===== src/rtl/mips_pkg.sv =====
// Shared encodings for the multi-cycle MIPS control path: opcodes, FSM states and
// datapath mux select values used by the sequencer, the datapath and the bench.
package mips_pkg;

  localparam logic [5:0] OP_RTYPE = 6'h00;
  localparam logic [5:0] OP_J     = 6'h02;
  localparam logic [5:0] OP_JAL   = 6'h03;
  localparam logic [5:0] OP_BEQ   = 6'h04;
  localparam logic [5:0] OP_BNE   = 6'h05;
  localparam logic [5:0] OP_ADDI  = 6'h08;
  localparam logic [5:0] OP_SLTI  = 6'h0A;
  localparam logic [5:0] OP_ANDI  = 6'h0C;
  localparam logic [5:0] OP_ORI   = 6'h0D;
  localparam logic [5:0] OP_LUI   = 6'h0F;
  localparam logic [5:0] OP_LW    = 6'h23;
  localparam logic [5:0] OP_SW    = 6'h2B;

  localparam logic [5:0] FN_JR    = 6'h08;

  typedef enum logic [3:0] {
    S_FETCH  = 4'd0,
    S_DECODE = 4'd1,
    S_MEMADR = 4'd2,
    S_MEMRD  = 4'd3,
    S_MEMWB  = 4'd4,
    S_MEMWR  = 4'd5,
    S_EXEC   = 4'd6,
    S_RWB    = 4'd7,
    S_IEXEC  = 4'd8,
    S_IWB    = 4'd9,
    S_LUIWB  = 4'd10,
    S_BRANCH = 4'd11,
    S_JUMP   = 4'd12,
    S_JAL    = 4'd13,
    S_JR     = 4'd14,
    S_TRAP   = 4'd15
  } state_e;

  localparam logic [1:0] PCSRC_SEQ    = 2'd0;
  localparam logic [1:0] PCSRC_ALUOUT = 2'd1;
  localparam logic [1:0] PCSRC_JUMP   = 2'd2;
  localparam logic [1:0] PCSRC_RS     = 2'd3;

  localparam logic [1:0] ALUB_RT      = 2'd0;
  localparam logic [1:0] ALUB_FOUR    = 2'd1;
  localparam logic [1:0] ALUB_IMM     = 2'd2;
  localparam logic [1:0] ALUB_IMM_SH2 = 2'd3;

  localparam logic [1:0] ALUOP_ADD    = 2'd0;
  localparam logic [1:0] ALUOP_SUB    = 2'd1;
  localparam logic [1:0] ALUOP_FUNCT  = 2'd2;
  localparam logic [1:0] ALUOP_IMM    = 2'd3;

  localparam logic [1:0] REGDST_RT    = 2'd0;
  localparam logic [1:0] REGDST_RD    = 2'd1;
  localparam logic [1:0] REGDST_RA    = 2'd2;

  localparam logic [1:0] WB_ALUOUT    = 2'd0;
  localparam logic [1:0] WB_MDR       = 2'd1;
  localparam logic [1:0] WB_PC        = 2'd2;
  localparam logic [1:0] WB_LUI       = 2'd3;

  // States that wait on the memory handshake and are therefore subject to timeout.
  function automatic logic is_mem_state(input state_e s);
    return (s == S_FETCH) || (s == S_MEMRD) || (s == S_MEMWR);
  endfunction

endpackage


===== src/rtl/mc_wait_timer.sv =====
// Memory wait counter: counts stalled cycles in a memory state and flags the cycle
// whose increment would reach the configured limit. A limit of 0 disables the timeout.
module mc_wait_timer #(
  parameter int TIMEOUT_CYC = 255
) (
  input  logic clock,
  input  logic reset,
  input  logic clear,
  input  logic wait_en,
  output logic timeout
);

  localparam logic [7:0] LIMIT = 8'(TIMEOUT_CYC);

  logic [7:0] count_q;
  logic [7:0] count_d;
  logic [7:0] count_inc;

  always_comb begin
    count_inc = count_q + 8'd1;
    count_d   = count_q;
    if (clear) begin
      count_d = '0;
    end else if (wait_en && (count_q != 8'hFF)) begin
      count_d = count_inc;
    end
  end

  always_ff @(posedge clock or posedge reset) begin
    if (reset) begin
      count_q <= '0;
    end else begin
      count_q <= count_d;
    end
  end

  assign timeout = (LIMIT != 8'd0) && wait_en && (count_inc == LIMIT);

endmodule


===== src/rtl/mc_ctrl_fsm.sv =====
// Multi-cycle MIPS sequencer: Moore FSM stepping each instruction through fetch,
// decode, execute, memory and write-back, with memory stalls and a sticky trap.
module mc_ctrl_fsm
  import mips_pkg::*;
#(
  parameter int TIMEOUT_CYC = 255
) (
  input  logic       clock,
  input  logic       reset,
  input  logic [5:0] opcode,
  input  logic [5:0] funct,
  input  logic       zero,
  input  logic       mem_ready,
  output logic       MemRead,
  output logic       MemWrite,
  output logic       IorD,
  output logic       IRWrite,
  output logic       PCWrite,
  output logic [1:0] PCSrc,
  output logic       ALUSrcA,
  output logic [1:0] ALUSrcB,
  output logic [1:0] ALUOp,
  output logic       ExtOp,
  output logic       RegWrite,
  output logic [1:0] RegDst,
  output logic [1:0] WBSel,
  output logic       trap,
  output logic [3:0] state_dbg
);

  state_e state_q;
  state_e state_d;
  logic   in_mem;
  logic   timeout;

  assign in_mem = is_mem_state(state_q);

  // Every memory state is entered from a non-memory state or left on mem_ready,
  // so clearing outside memory states also covers "clear on entry".
  mc_wait_timer #(
    .TIMEOUT_CYC(TIMEOUT_CYC)
  ) u_wait_timer (
    .clock  (clock),
    .reset  (reset),
    .clear  (!in_mem || mem_ready),
    .wait_en(in_mem && !mem_ready),
    .timeout(timeout)
  );

  always_ff @(posedge clock or posedge reset) begin
    if (reset) begin
      state_q <= S_FETCH;
    end else begin
      state_q <= state_d;
    end
  end

  always_comb begin
    state_d = state_q;
    case (state_q)
      S_FETCH: begin
        if (mem_ready)    state_d = S_DECODE;
        else if (timeout) state_d = S_TRAP;
      end
      S_DECODE: begin
        case (opcode)
          OP_RTYPE:                         state_d = (funct == FN_JR) ? S_JR : S_EXEC;
          OP_LW, OP_SW:                     state_d = S_MEMADR;
          OP_BEQ, OP_BNE:                   state_d = S_BRANCH;
          OP_ADDI, OP_SLTI, OP_ANDI, OP_ORI: state_d = S_IEXEC;
          OP_LUI:                           state_d = S_LUIWB;
          OP_J:                             state_d = S_JUMP;
          OP_JAL:                           state_d = S_JAL;
          default:                          state_d = S_TRAP;
        endcase
      end
      S_MEMADR: state_d = (opcode == OP_LW) ? S_MEMRD : S_MEMWR;
      S_MEMRD: begin
        if (mem_ready)    state_d = S_MEMWB;
        else if (timeout) state_d = S_TRAP;
      end
      S_MEMWR: begin
        if (mem_ready)    state_d = S_FETCH;
        else if (timeout) state_d = S_TRAP;
      end
      S_EXEC:  state_d = S_RWB;
      S_IEXEC: state_d = S_IWB;
      S_MEMWB, S_RWB, S_IWB, S_LUIWB, S_BRANCH, S_JUMP, S_JAL, S_JR: state_d = S_FETCH;
      S_TRAP:  state_d = S_TRAP;
      default: state_d = S_TRAP;
    endcase
  end

  always_comb begin
    MemRead  = 1'b0;
    MemWrite = 1'b0;
    IorD     = 1'b0;
    IRWrite  = 1'b0;
    PCWrite  = 1'b0;
    PCSrc    = PCSRC_SEQ;
    ALUSrcA  = 1'b0;
    ALUSrcB  = ALUB_RT;
    ALUOp    = ALUOP_ADD;
    ExtOp    = 1'b0;
    RegWrite = 1'b0;
    RegDst   = REGDST_RT;
    WBSel    = WB_ALUOUT;
    trap     = 1'b0;
    case (state_q)
      S_FETCH: begin
        MemRead = 1'b1;
        ALUSrcB = ALUB_FOUR;
        IRWrite = mem_ready;
        PCWrite = mem_ready;
      end
      S_DECODE: begin
        // Branch target precompute needs the sign-extended offset.
        ALUSrcB = ALUB_IMM_SH2;
        ExtOp   = 1'b1;
      end
      S_MEMADR: begin
        ALUSrcA = 1'b1;
        ALUSrcB = ALUB_IMM;
        ExtOp   = 1'b1;
      end
      S_MEMRD: begin
        MemRead = 1'b1;
        IorD    = 1'b1;
      end
      S_MEMWB: begin
        RegWrite = 1'b1;
        WBSel    = WB_MDR;
      end
      S_MEMWR: begin
        MemWrite = 1'b1;
        IorD     = 1'b1;
      end
      S_EXEC: begin
        ALUSrcA = 1'b1;
        ALUOp   = ALUOP_FUNCT;
      end
      S_RWB: begin
        RegWrite = 1'b1;
        RegDst   = REGDST_RD;
      end
      S_IEXEC: begin
        ALUSrcA = 1'b1;
        ALUSrcB = ALUB_IMM;
        ALUOp   = ALUOP_IMM;
        ExtOp   = !((opcode == OP_ANDI) || (opcode == OP_ORI));
      end
      S_IWB: begin
        RegWrite = 1'b1;
      end
      S_LUIWB: begin
        RegWrite = 1'b1;
        WBSel    = WB_LUI;
      end
      S_BRANCH: begin
        ALUSrcA = 1'b1;
        ALUOp   = ALUOP_SUB;
        PCSrc   = PCSRC_ALUOUT;
        PCWrite = (opcode == OP_BEQ) ? zero : !zero;
      end
      S_JUMP: begin
        PCWrite = 1'b1;
        PCSrc   = PCSRC_JUMP;
      end
      S_JAL: begin
        PCWrite  = 1'b1;
        PCSrc    = PCSRC_JUMP;
        RegWrite = 1'b1;
        RegDst   = REGDST_RA;
        WBSel    = WB_PC;
      end
      S_JR: begin
        PCWrite = 1'b1;
        PCSrc   = PCSRC_RS;
      end
      S_TRAP: begin
        trap = 1'b1;
      end
      default: ;
    endcase
    // While reset is held the FSM sits in FETCH but must not strobe memory.
    if (reset) begin
      MemRead  = 1'b0;
      MemWrite = 1'b0;
      IorD     = 1'b0;
      IRWrite  = 1'b0;
      PCWrite  = 1'b0;
      PCSrc    = PCSRC_SEQ;
      ALUSrcA  = 1'b0;
      ALUSrcB  = ALUB_RT;
      ALUOp    = ALUOP_ADD;
      ExtOp    = 1'b0;
      RegWrite = 1'b0;
      RegDst   = REGDST_RT;
      WBSel    = WB_ALUOUT;
      trap     = 1'b0;
    end
  end

  assign state_dbg = state_q;

endmodule


===== config.mk =====
export PLATFORM = sky130hd
export DESIGN_NAME = mc_ctrl_fsm
export DESIGN_NICKNAME = d
export VERILOG_FILES = /design/src/rtl/mips_pkg.sv /design/src/rtl/mc_wait_timer.sv /design/src/rtl/mc_ctrl_fsm.sv
export SDC_FILE = /design/constraint.sdc
export NUM_CORES = 1
export LEC_CHECK = 0
export BUFFER_PORTS_ARGS = -buffer_cell sky130_fd_sc_hd__buf_2
export CAP_MARGIN = 30
export CORE_UTILIZATION = 56
export CTS_CLUSTER_SIZE = 10
export DETAILED_ROUTE_END_ITERATION = 8
export PLACE_DENSITY = 0.94
export SYNTH_ARGS = -nofsm -noshare
export SYNTH_HDL_FRONTEND = slang
export SYNTH_SLANG_ARGS = --single-unit

===== constraint.sdc =====
create_clock -name clock -period 4.5 [get_ports clock]
set_clock_uncertainty 0.2 [all_clocks]
set_input_delay 0.225 -clock clock [delete_from_list [all_inputs] [get_ports clock]]
set_output_delay 0.225 -clock clock [all_outputs]
set_load 0.05 [all_outputs]

== After elaboration in Yosys (flattened, before gate mapping) ==
Index checks and enable logic that the tools add are counted.
Storage, ports and cells
  logic and storage cells: 97
  output and inout port bits: 23
  flip-flop bits (word level): 12
  bits of input ports: 16
Cells by class
  reductions and logical operators: 26
  equality and inequality tests: 29
  add/sub/neg operators: 1
  muxes and demuxes: 39
Operators with widths (number)
  $eq 6x4->1 const B: 6
  $pmux 4 s9: 1
  $eq 4x4->1 const B: 8
  $pmux 4 s7: 1
  $pmux 2 s3: 4
  $mux 4: 5
  $mux 1: 17
  $eq 4x3->1 const B: 4
  $mux 8: 2
  $reduce_or 2->1: 7
  $eq 6x2->1 const B: 2
  $eq 6x3->1 const B: 2
  $eq 6x6->1 const B: 2
  $mux 2: 5
  $add 8x1->8 const B: 1
  $eq 4x2->1 const B: 2
  $eq 8x8->1 const B: 1
  $ne 8x8->1 const B: 1
  $reduce_or 4->1: 2
  $reduce_or 8->1: 1
  $logic_not 6->1: 1
  $reduce_or 5->1: 1
  $eq 4x1->1 const B: 1
  $logic_not 1->1: 4
  9 further kinds: 14

== Depth between registers and ports, before layout ==
Gate-level depths: netlist of the first run.
  depth after elaboration: 8
  gate-level depth with buffers: 7

== Modules after synthesis ==
Synthesis of the first run repeated with hierarchy kept, for this count alone.
Unflattened totals
  cell total of the unflattened synthesis: 191
  area total of the unflattened synthesis: 1425.1 um^2
By module, submodules not included
  mc_ctrl_fsm: seq. area each 100.1 um^2, area an instance 869.6 um^2, cells an instance 132, instances 1
  mc_wait_timer: seq. area each 200.2 um^2, area an instance 555.5 um^2, cells an instance 59, instances 1

== Worst setup path after synthesis of the first run ==
Ideal clock, no wire load.
  path kind: register to output
  start point: register state_q[2], in the netlist state_dbg[2]
  end point: output IRWrite
  slack: 1393 ps
  stages on the path, launching flop included: 5
  data arrival time: 2682 ps
  path through: dfrtp_1 -> buf_2 -> buf_2 -> buf_2 -> nor4_1
On the way
  word-level cells in the longest chain between the ends: 3
RTL lines
  from (decl): RTL line mc_ctrl_fsm.sv:31  | state_e state_q;
  from (signal assigned): RTL line mc_ctrl_fsm.sv:54  | state_q <= state_d;
  $logic_not 4->1: RTL line mc_ctrl_fsm.sv:109  | case (state_q)
  $mux 1: RTL line mc_ctrl_fsm.sv:109
  $mux 1: RTL line mc_ctrl_fsm.sv:186  | if (reset) begin
  to (decl): RTL line mc_ctrl_fsm.sv:17  | output logic IRWrite,
Every way passes these cells.

== Final worst setup path of the first run ==
  start point: register state_q[1], in the netlist state_dbg[1]
  end point: register state_q[2], in the netlist state_dbg[2]
On the way
  word-level cells in the longest chain between the ends: 8
  elaborated cells on any way between the ends: 26
RTL lines
  $eq 4x2->1 or $logic_not 4->1 (tied branches): RTL line mc_ctrl_fsm.sv:60  | case (state_q)
  $logic_or 1x1->1 (2 in a row): RTL line mips_pkg.sv:65  | return (s == S_FETCH) || (s == S_MEMRD) || (s == S_MEMWR);
  $logic_and 1x1->1: RTL line mc_ctrl_fsm.sv:46  | .wait_en(in_mem && !mem_ready),
  $logic_and 1x1->1: RTL line mc_wait_timer.sv:37  | assign timeout = (LIMIT != 8'd0) && wait_en && (count_inc == LIMIT);
  $mux 4
  $mux 4, on equally long branches
  $pmux 4 s9 (*): RTL line mc_ctrl_fsm.sv:60
  net state_d[2]: RTL line mc_ctrl_fsm.sv:32  | state_e state_d;
The timed path passes the listed nets; every way through them passes the cells marked *.
A chain may end at the register's enable or synchronous reset.

==> key figures, run 1 <==
Detailed routing
  • DR iter-0 viols: 45
  • Post-route ant nets: 0
  • WL per Instance: 12.8 µm
  • Vias: 1,473
  • Vias per cell: 5.94
  • Detailed-route wire length: about 3200 µm
  • DRC: 0
  • DRT Pass-1 Iters: 4

CTS
  • Post_cts resized: 0
  • CTS sink cnt: 12
  • Cts bufs inserted: 3
  • Clock root cell: clkbuf_4
  • Worst-skew pair later-pin latency: between 0.2 and 0.3 ns
  • CTS tree: built
  • Clock Pin Slew Worst Setup and Hold Paths: 0.08 ns
  • CTS max path bufs: 2
  • CTS H-tree depth: 1
  • Hold_buf cts: 1
  • Post-CTS Setup Bufs: 0

Layout
  • P&R area growth vs syn: 12.1%
  • Fill count: 204
  • Final core utilization: 0.680
  • Final #Nets: approximately 240
  • Register Area: around 300 µm²
  • Multi-input logic area: 935 µm²
  • Share of cells above drive strength 1: 0.218
  • ANT cells: 0

Logic synthesis
  • Async S/R FF share, synth: 1.00
  • Post-synth top area share: 0.220
  • Yosys top cell by area: dfrtp_1
  • Sequential share of the synthesized area: 0.220
  • Synth Warn #: 0
  • Yosys cell types: 45
  • Most common cell in the netlist: nor2_1
  • Synth Flop Type: dfrtp_1
  • Register bit total from synthesis: 12
  • Syn Area/Cell: about 7 µm²
  • Most frequent cells after synthesis: nor2_1 (27), nor3_1 (19), a21oi_1 (17), nand2_1 (15), dfrtp_1 (12)
  • Number of synthesized flops with an enable pin: 0
  • Area contributors post-synth: dfrtp_1 (22%), nor2_1 (7.4%), nor3_1 (7.0%)
  • Syn Inst Count: just under 200
  • Net Count, Synth: 214
  • Syn Std Cell Area: 0.00137 mm²

GRT
  • Total gr overflow: 0
  • Antenna violations before repair: 0
  • First-pass GRT wire length: 5300 µm
  • GR Util All Layers: 0.260
  • Largest net degree at the start of global routing: 31
  • Vias in the first global route: 1,159

Worst setup path
  • Element type at the critical path end: flop
  • Startpoint Class: flop
  • FF-to-FF setup slack: 1.77 ns
  • Crit Reg-Reg Startpoint: state_dbg[1]$_DFF_PP0_
  • WP data arrival: 2.70 ns
  • Crit path from: state_dbg[1]$_DFF_PP0_
  • CP Data Required Time: 4.47 ns
  • Setup CP Type: reg -> reg
  • CP max FO: 28

Pwr
  • Leak: 0.679 nW
  • Switching share of power: 0.599
  • Worst VDD drop: 374 µV
  • P per Cell Area: 587 mW/mm²
  • Net Sw Power: roughly 0.00054 W
  • Reg power frac: 0.265
  • Combinational share of power: 0.636
  • Int Power: 0.000361 W
  • Clock share of power: 0.099

Timing
  • Post-route setup slack: 1.77 ns
  • Slew Viols, Final: 0
  • Final Hold Viols: 0
  • RSZ-0062 raised after global routing: no
  • Max Freq: 366 MHz
  • Setup TNS: 0 ns
  • Ratio of final minimum period to clock period: 0.607
  • Crit path time final: 2.73 ns
  • Setup Viol. Count Final: 0
  • Worst Tran Pin Value: 0.839 ns
  • Relative slew margins: 0.440

Floorplan
  • Die Wd: between 50 and 60 µm
  • Initial Util: 0.607
  • Core area: 0.00225 mm²
  • Die Y: 51.4 µm
  • I/O pin count: 39
  • Rows: 17
  • Die area: 0.00264 mm²

Placed design
  • IO buf count: 38
  • Final GP Congestion: 0.849
  • Setup WS pre-CTS: 1.79 ns
  • DP HPWL: between 2000 and 2500 µm

Min path
  • Hold Path Class: in -> reg
  • Worst hold start: opcode[5]

Status
  • Outcome: finished, final reports clean

Run
  • Max Cap Viol: 0
[path summary, 6_finish.rpt]
path,to,cells past startpoint
worst max register to register,state_dbg[2]$_DFF_PP0_,5
worst min-delay path,state_dbg[0]$_DFF_PP0_,3
worst max-delay path,state_dbg[2]$_DFF_PP0_,5
max in group asynchronous,u_wait_timer.count_q[1]$_DFFE_PP0P_,3
worst min register to register,u_wait_timer.count_q[0]$_DFFE_PP0P_,2
min in group asynchronous,u_wait_timer.count_q[2]$_DFFE_PP0P_,3
[registers in the layout, indices dropped and copies added (netlist names)]
name / cells
u_wait_timer.count_q: 8
state_dbg: 4
[worst max-delay path, stage by stage, from the launching register on]
cell     delay, ns
dfrtp_1       0.88
xor2_2        0.23
nor2_1        0.06
o21ai_1       0.58
and4b_1       0.28
or3_1         0.37
[through the flow]
stage | instance area (µm²) | hold WS [ns] | cells | power (W)
final | 1530 | 0.163 | 248 | 0.000900
after floorplan | 1370 | 0.108 | 196 | 0.000712
after CTS | 1530 | 0.158 | 248 | 0.000893
after global placement | 1490 | 0.198 | 243 | 0.000796
after global routing | 1530 | 0.181 | 248 | 0.000973
after detailed placement | 1490 | 0.216 | 243 | 0.000805
[final cells by class]
type / count / share of cell area
inverters: 7 / 0.0171
flip-flops and latches: 12 / 0.196
repair buffers: 39 / 0.131
clock buffers: 4 / 0.0237
multi-input cells: 158 / 0.610
well taps: 28 / 0.0229
[per-layer routing]
layer  global-route usage  up-vias  part of all wire
li1                     -      753                 -
met1                0.388      658              0.47
met2                0.390       59              0.45
met3               0.0476        3             0.078
met4               0.0450        0            0.0063
met5                    0        -                 0
[kinds of logic (layout without fill, tap and decap cells)]
kind of cell,after synthesis,after routing,share of synthesized area
simple gates,100,100,0.381
compound gates,47,47,0.221
buf+inv,26,50,0.0970
flops,12,12,0.220
xor+xnor,9,9,0.0631
fa+ha+maj,2,2,0.0183
[power by group through the flow]
stage	Clock [W]	Combinational [W]	Sequential [W]
after floorplan	0	0.000505	0.000207
after global placement	0	0.000559	0.000237
after detailed placement	0	0.000566	0.000239
after CTS	0.0000873	0.000569	0.000237
after global routing	0.0000917	0.000627	0.000255
final	0.0000893	0.000572	0.000238
[layout by cell type, fill, tap and decap left out, types with 3 or more instances in the layout]
cell type | netlist | final
a21oi_1 | 17 | 17
a31oi_1 | 3 | 3
buf_2 | 7 | 38
clkbuf_4 | 0 | 3
dfrtp_1 | 12 | 12
inv_1 | 7 | 7
nand2_1 | 15 | 15
nand2b_1 | 6 | 6
nand3_1 | 6 | 6
nand4_1 | 3 | 3
nor2_1 | 27 | 27
nor3_1 | 19 | 19
nor3b_1 | 4 | 4
nor4_1 | 3 | 3
o21ai_0 | 7 | 7
o22ai_1 | 5 | 5
or3_1 | 3 | 3
xnor2_1 | 4 | 4
xor2_1 | 4 | 4
Note: power is estimated with default switching activity, not from simulation.
==> inputs of run 2 (changes only) <==
--- a/config.mk
+++ b/config.mk
@@ -5,12 +5,13 @@
 export SDC_FILE = /design/constraint.sdc
 export NUM_CORES = 1
 export LEC_CHECK = 0
+export ABC_AREA = 1
 export BUFFER_PORTS_ARGS = -buffer_cell sky130_fd_sc_hd__buf_2
 export CAP_MARGIN = 30
-export CORE_UTILIZATION = 56
+export CORE_UTILIZATION = 51
 export CTS_CLUSTER_SIZE = 10
 export DETAILED_ROUTE_END_ITERATION = 8
-export PLACE_DENSITY = 0.94
+export PLACE_DENSITY = 0.89
 export SYNTH_ARGS = -nofsm -noshare
 export SYNTH_HDL_FRONTEND = slang
 export SYNTH_SLANG_ARGS = --single-unit
==> constraint.sdc (replaced) <==
create_clock -name clock -period 2.8 [get_ports clock]
set_clock_uncertainty 0.2 [all_clocks]
set_input_delay 0.14 -clock clock [delete_from_list [all_inputs] [get_ports clock]]
set_output_delay 0.14 -clock clock [all_outputs]
set_load 0.05 [all_outputs]
==> run 2 against run 1 <==
Net effect:
- flip-flop and latch count is the same
- die area grew 0.74%
- wire length shrank 8.6%
- first-iteration DRC count grew 20%
- clock-buffer cell count is the same
- sequential share of layout area is essentially flat
- synthesized cell count grew 8.7%
- register-to-register slack lost 0.79 ns
- hold slack lost 0.084 ns
- largest cell class unchanged
- largest power group unchanged
==> key figures, run 2 <==
Worst setup path
  • Most common cell on crit path: inv_1
  • Crit path from: state_dbg[1]$_DFF_PP0_
  • Element type at the critical path end: primary output
  • Setup CP Type: reg -> out
  • WP data arrival: 1.91 ns
  • R2r worst-path depth: 10
  • Crit-path cells: nor2_1 > inv_1 > nor2_1 > inv_1 > o21ai_0 > inv_1 > a31oi_1 > buf_2
  • Startpoint Class: flop
  • FF-to-FF End: state_dbg[2]$_DFF_PP0_
  • FF-to-FF setup slack: just under 1 ns
  • CP Data Required Time: 2.46 ns
  • Crit Reg-Reg Startpoint: u_wait_timer.count_q[1]$_DFFE_PP0P_
  • CP max FO: 6
  • Crit-path max cell delay: 0.46 ns
  • Worst Setup EP: ALUSrcA
  • Crit-path slowest cell: dfrtp_1

Layout
  • Commonest cells after routing, fill and taps aside: nand2_1 (52), buf_2 (38), inv_1 (34), nor2_1 (30), nand3_1 (20)
  • Final core utilization: 0.675
  • Final Non-Filler Cells: around 280
  • Share of cells above drive strength 1: 0.254
  • Final #Nets: 275
  • Post-route cell area: 0.00154 mm²
  • P&R area growth vs syn: 22.4%
  • Max reg flops: 8
  • Fill count: 215
  • Register Area: 300 µm²
  • Most common cell after layout, fill and taps aside: nand2_1
  • ANT cells: 0
  • Multi-input logic area: 793 µm²
  • Most flops, register: u_wait_timer.count_q

Pwr
  • P per Cell Area: a little over 800 mW/mm²
  • Net Sw Power: between 0.0007 and 0.0008 W
  • Clock share of power: 0.106
  • Int Power: 0.000510 W
  • Switching share of power: 0.600
  • Leak: 0.914 nW
  • Reg power frac: 0.209
  • Combinational share of power: 0.685
  • Worst VDD drop: roughly 670 µV

Floorplan
  • Die area: 0.00266 mm²
  • Die Y: approximately 52 µm
  • I/O pin count: 39
  • Die Wd: 51.6 µm
  • Rows: 17
  • Core area: 0.00228 mm²
  • Initial Util: 0.551

GRT
  • First-pass GRT wire length: 4840 µm
  • Largest net degree at the start of global routing: 18
  • Vias in the first global route: 1,206
  • Antenna violations before repair: 0
  • Total gr overflow: 0
  • GR Util All Layers: 0.234

Logic synthesis
  • Register bit total from synthesis: 12
  • Post-synth top area share: 0.239
  • Sequential share of the synthesized area: 0.239
  • Yosys cell types: 28
  • Most common cell in the netlist: nand2_1
  • Synth Flop Type: dfrtp_1
  • Syn Std Cell Area: 0.00125 mm²
  • Most frequent cells after synthesis: nand2_1 (52), inv_1 (34), nor2_1 (30), nand3_1 (20), a21oi_1 (14)
  • Area contributors post-synth: dfrtp_1 (24%), nand2_1 (16%), inv_1 (10%)
  • Syn Area/Cell: 5.89 µm²
  • Async S/R FF share, synth: 1.00
  • Number of synthesized flops with an enable pin: 0
  • Synth Warn #: 0
  • Yosys top cell by area: dfrtp_1
  • Net Count, Synth: 231
  • Syn Inst Count: between 200 and 250

Min path
  • Worst hold start: opcode[3]
  • Hold Path Class: in -> reg

CTS
  • Cts bufs inserted: 3
  • Post-CTS Setup Bufs: 0
  • CTS sink cnt: 12
  • CTS max path bufs: 2
  • Post_cts resized: 0
  • CTS H-tree depth: 1
  • CTS tree: built
  • Clock root cell: clkbuf_4
  • Hold_buf cts: 2
  • Worst-skew pair later-pin latency: ~0.27 ns
  • Clock Pin Slew Worst Setup and Hold Paths: ~0.070 ns

Detailed routing
  • Vias: 1,449
  • DRT Pass-1 Iters: 4
  • DRC: 0
  • WL per Instance: 10.2 µm
  • Detailed-route wire length: 2910 µm
  • Post-route ant nets: 0
  • Vias per cell: 5.10
  • DR iter-0 viols: 54

Timing
  • Setup Viol. Count Final: 0
  • Relative slew margins: 0.739
  • Setup TNS: 0 ns
  • Max Freq: 445 MHz
  • Ratio of final minimum period to clock period: 0.802
  • Final Hold Viols: 0
  • RSZ-0062 raised after global routing: no
  • Crit path time final: ~2.2 ns
  • Final hold slack: 0.0788 ns
  • Slew Viols, Final: 0
  • Worst Tran Pin Value: approximately 0.39 ns

Placed design
  • Final GP Congestion: 0.862
  • DP Area: approximately 0.0015 mm²
  • Placed cells: 278
  • IO buf count: 38
  • DP HPWL: 2340 µm

Run
  • Max Cap Viol: 0

Status
  • Outcome: finished, final reports clean
==> run 2: power by group through the flow <==
stage / combinational (W) / clock (W) / sequential, W
4_1_cts: 0.000875 / 0.000141 / 0.000264
5_1_grt: 0.000947 / 0.000149 / 0.000270
3_3_place_gp: 0.000864 / 0 / 0.000267
3_5_place_dp: 0.000869 / 0 / 0.000268
2_1_floorplan: 0.000613 / 0 / 0.000346
6_report: 0.000874 / 0.000135 / 0.000266
==> run 2: routing by layer <==
layer  share of wire  global-route usage
met1            0.50               0.336
met2            0.45               0.372
met3           0.048              0.0526
met4          0.0048              0.0135
met5               0                   0
==> run 2: layout make-up <==
class / instances / area share
clock buffers: 4 / 0.0236
flip-flops and latches: 12 / 0.195
well taps: 28 / 0.0228
inverters: 40 / 0.100
multi-input cells: 159 / 0.516
repair buffers: 41 / 0.142
==> run 2: worst min-delay path by stage <==
stage | end | slack (ns) | depth (start not counted)
final | state_dbg[1]$_DFF_PP0_ | 0.08 | 4
after global routing | state_dbg[1]$_DFF_PP0_ | 0.1 | 4
after CTS | state_dbg[1]$_DFF_PP0_ | 0.07 | 4
after detailed placement | state_dbg[1]$_DFF_PP0_ | 0.07 | 3
after global placement | state_dbg[1]$_DFF_PP0_ | 0.07 | 3
after floorplan | state_dbg[0]$_DFF_PP0_ | -0.009 | 2
==> run 2: cells by family (layout without fill, tap and decap cells) <==
| family | Yosys count | in the layout | synth area share |
|---|---|---|---|
| AOI/OAI and AO/OA | 31 | 31 | 0.136 |
| adders and majority gates | 2 | 2 | 0.0199 |
| buffers and inverters | 42 | 85 | 0.129 |
| DFF | 12 | 12 | 0.239 |
| and+or+nand+nor | 126 | 126 | 0.477 |
==> run 2: critical path: cells and delay by family (launching register included) <==
family,cells,cell delay (ns)
flip-flops,1,0.46
AO/OA/AOI/OAI,2,0.25
buffers and inverters,4,0.52
AND/OR/NAND/NOR,2,0.40
==> run 2: through the flow <==
step	power, W	setup slack, ns
6_report	0.00128	0.553
5_1_grt	0.00137	0.386
4_1_cts	0.00128	0.557
3_5_place_dp	0.00114	0.868
3_3_place_gp	0.00113	0.867
2_1_floorplan	0.000959	0.107
==> inputs of run 3 (changes only) <==
--- a/config.mk
+++ b/config.mk
@@ -5,13 +5,13 @@
 export SDC_FILE = /design/constraint.sdc
 export NUM_CORES = 1
 export LEC_CHECK = 0
-export ABC_AREA = 1
+export ABC_AREA = 0
 export BUFFER_PORTS_ARGS = -buffer_cell sky130_fd_sc_hd__buf_2
 export CAP_MARGIN = 30
-export CORE_UTILIZATION = 51
+export CORE_UTILIZATION = 47
 export CTS_CLUSTER_SIZE = 10
 export DETAILED_ROUTE_END_ITERATION = 8
-export PLACE_DENSITY = 0.89
+export PLACE_DENSITY = 0.85
 export SYNTH_ARGS = -nofsm -noshare
 export SYNTH_HDL_FRONTEND = slang
 export SYNTH_SLANG_ARGS = --single-unit
==> constraint.sdc (replaced) <==
create_clock -name clock -period 1.95 [get_ports clock]
set_clock_uncertainty 0.2 [all_clocks]
set_input_delay 0.0975 -clock clock [delete_from_list [all_inputs] [get_ports clock]]
set_output_delay 0.0975 -clock clock [all_outputs]
set_load 0.05 [all_outputs]
==> run 3 against run 2 <==
Net effect:
- the flow now finishes with violations (negative setup slack)
- cell area up 42%
- hold slack worse by 0.056 ns
- critical path depth down 1
- flip-flop and latch count unchanged
- sequential share of layout area down 5.6 points
- largest cell class unchanged
- sequential power up 61%
- clock-buffer cell count unchanged
- total power rose to 2.5 times the previous value
- combinational power rose to 3.0 times the previous value
- die area up 18%
- register-to-register slack worse by 1.0 ns
- via count up 19%
==> key figures, run 3 (synthesis gave the netlist of run 1 again) <==
Worst setup path
  • R2r worst-path depth: 6
  • Element type at the critical path end: primary output
  • CP max FO: 12
  • WP buf/inv: 2
  • CP Data Required Time: 1.65 ns
  • Crit-path max cell delay: 0.50 ns
  • FF-to-FF setup slack: -0.03 ns
  • Startpoint Class: flop
  • WP data arrival: 1.70 ns
  • Crit-path cells: buf_4 > nor2_1 > nand3_1 > o21ai_1 > a31oi_2 > nor2_4 > buf_6
  • Crit-path slowest cell: dfrtp_2
  • Cell family with most CP delay: flip-flops
  • Setup CP Type: reg -> out
  • Crit Reg-Reg Startpoint: state_dbg[0]$_DFF_PP0_
  • Critical path depth in cells: 7
  • FF-to-FF End: state_dbg[2]$_DFF_PP0_

Floorplan
  • Initial Util: 0.496
  • I/O pin count: 39
  • Die Y: 55.9 µm
  • Rows: 19
  • Core area: 0.00276 mm²
  • Die Wd: 55.9 µm
  • Die area: 0.00313 mm²

Timing
  • Post-route setup slack: -0.0439 ns
  • Worst Tran Pin Value: about 0.59 ns
  • Relative slew margins: 0.603
  • RSZ-0062 raised after global routing: yes
  • Final Hold Viols: 0
  • Setup Viol. Count Final: 5
  • Crit path time final: 1.99 ns
  • Max Freq: 502 MHz
  • Ratio of final minimum period to clock period: 1.02
  • Slew Viols, Final: 0

Layout
  • Max reg flops: 8
  • Commonest cells after routing, fill and taps aside: buf_4 (40), buf_2 (23), nor2_1 (21), nand2_1 (14), a21oi_1 (14)
  • Share of cells above drive strength 1: 0.479
  • P&R area growth vs syn: 60.0%
  • Most flops, register: u_wait_timer.count_q
  • Most common cell after layout, fill and taps aside: buf_4
  • Final Non-Filler Cells: 288
  • Fill count: 167
  • Final #Nets: 276
  • ANT cells: 0

Pwr
  • Clock share of power: 0.061
  • Switching share of power: 0.543
  • Worst VDD drop: 1320 µV
  • Net Sw Power: 0.00175 W
  • P per Cell Area: roughly 1500 mW/mm²
  • Leak: 0.943 nW
  • Reg power frac: 0.133
  • Combinational share of power: 0.806
  • Int Power: 0.00147 W

GRT
  • Largest net degree at the start of global routing: 16
  • Met2 usage in global routing: 0.437
  • Total gr overflow: 0
  • M3 GR Usage: 0.0465
  • First-pass GRT wire length: 6330 µm
  • Met1 Track Usage GR: 0.324
  • GR Util All Layers: 0.248
  • Antenna violations before repair: 0
  • Vias in the first global route: 1,489
  • GR peak layer: met2

Run
  • Max Cap Viol: 0

Detailed routing
  • Detailed-route wire length: 4590 µm
  • DRT Pass-1 Iters: 5
  • DRC: 0
  • Post-route ant nets: 0
  • DR iter-0 viols: 94
  • Vias: around 1.7k
  • Vias per cell: 6.00
  • WL per Instance: between 15 and 20 µm

CTS
  • CTS sink cnt: 12
  • Clock root cell: clkbuf_4
  • Clock Pin Slew Worst Setup and Hold Paths: 0.08 ns
  • Cts bufs inserted: 3
  • CTS tree: built
  • Worst-skew pair later-pin latency: 0.27 ns
  • CTS H-tree depth: 1
  • CTS max path bufs: 2

Status
  • Failing checks: negative setup slack
  • Outcome: finished, violations left

Min path
  • Hold Path Sink: state_dbg[0]$_DFF_PP0_
  • Worst hold start: opcode[5]
  • WHS Path Cells: 3
  • Hold Path Class: in -> reg

Placed design
  • DP HPWL: ~2700 µm
  • Final GP Congestion: 0.885
  • IO buf count: 38
  • Placed cells: 266
  • Setup WS pre-CTS: 0.0478 ns
==> run 3: cell count changes in the layout (fill, tap and decap cells not counted), moves of 14 or more <==
cell     delta
nand2_1    -38
buf_2      -15
buf_4      +39
nand3_1    -14
inv_1      -28
==> run 3: power by group through the flow <==
stage          clock [W]  combinational [W]  sequential, W
2_1_floorplan          0            0.00152       0.000490
3_3_place_gp           0            0.00194       0.000435
3_5_place_dp           0            0.00197       0.000435
4_1_cts         0.000202            0.00217       0.000404
5_1_grt         0.000211            0.00273       0.000436
6_report        0.000196            0.00259       0.000429
==> run 3: cell type report <==
class                           count  area [µm²]  share of cell area
Inverter                            7        26.3              0.0120
Sequential cell                    12         305               0.140
Timing Repair Buffer               76         587               0.268
Clock buffer                        4        36.3              0.0166
Tap cell                           31        38.8              0.0177
Multi-Input combinational cell    158        1190               0.546
==> run 3: stage by stage <==
stage	instance area (µm²)	setup TNS [ns]	utilization	power (W)	hold WS [ns]
5_1_grt	2190	-0.763	0.794	0.00338	0.0480
6_report	2190	-0.109	0.794	0.00322	0.0227
4_1_cts	2010	-0.0400	0.728	0.00278	0.0217
2_1_floorplan	1610	-0.368	-	0.00201	0.118
3_5_place_dp	1860	0	0.675	0.00240	0.197
3_3_place_gp	1860	0	0.675	0.00238	0.196
==> run 3: routing by layer <==
| layer | wire (µm) | up-vias |
|---|---|---|
| li1 | - | 823 |
| met1 | 1770 | 838 |
| met2 | 2570 | 66 |
| met3 | 253 | 0 |
| met4 | 0 | 0 |
| met5 | 0 | - |
==> run 3: worst register-to-register path: stages (launching register included) <==
cell     delay [ns]
dfrtp_2        0.45
buf_4          0.19
xor2_2         0.18
nor2_1         0.08
o21ai_2        0.17
and4b_1        0.22
or3_1          0.37
==> run 3: what timing repair did <==
action	4_1_cts	5_1_grt
hold buffers	1	0
endpoints found under the hold margin	12	0
cloned	0	1
buffers inserted	6	10
pin swaps	2	2
gates resized for setup	20	31
endpoints found under the setup margin	10	18
==> run 3: worst max path at each step <==
stage	start	endpoint
after CTS	state_dbg[3]$_DFF_PP0_	ALUSrcA
after floorplan	state_dbg[1]$_DFF_PP0_	state_dbg[1]$_DFF_PP0_
after global routing	state_dbg[2]$_DFF_PP0_	PCWrite
after global placement	state_dbg[0]$_DFF_PP0_	ExtOp
final	state_dbg[2]$_DFF_PP0_	PCWrite
after detailed placement	u_wait_timer.count_q[1]$_DFFE_PP0P_	state_dbg[2]$_DFF_PP0_
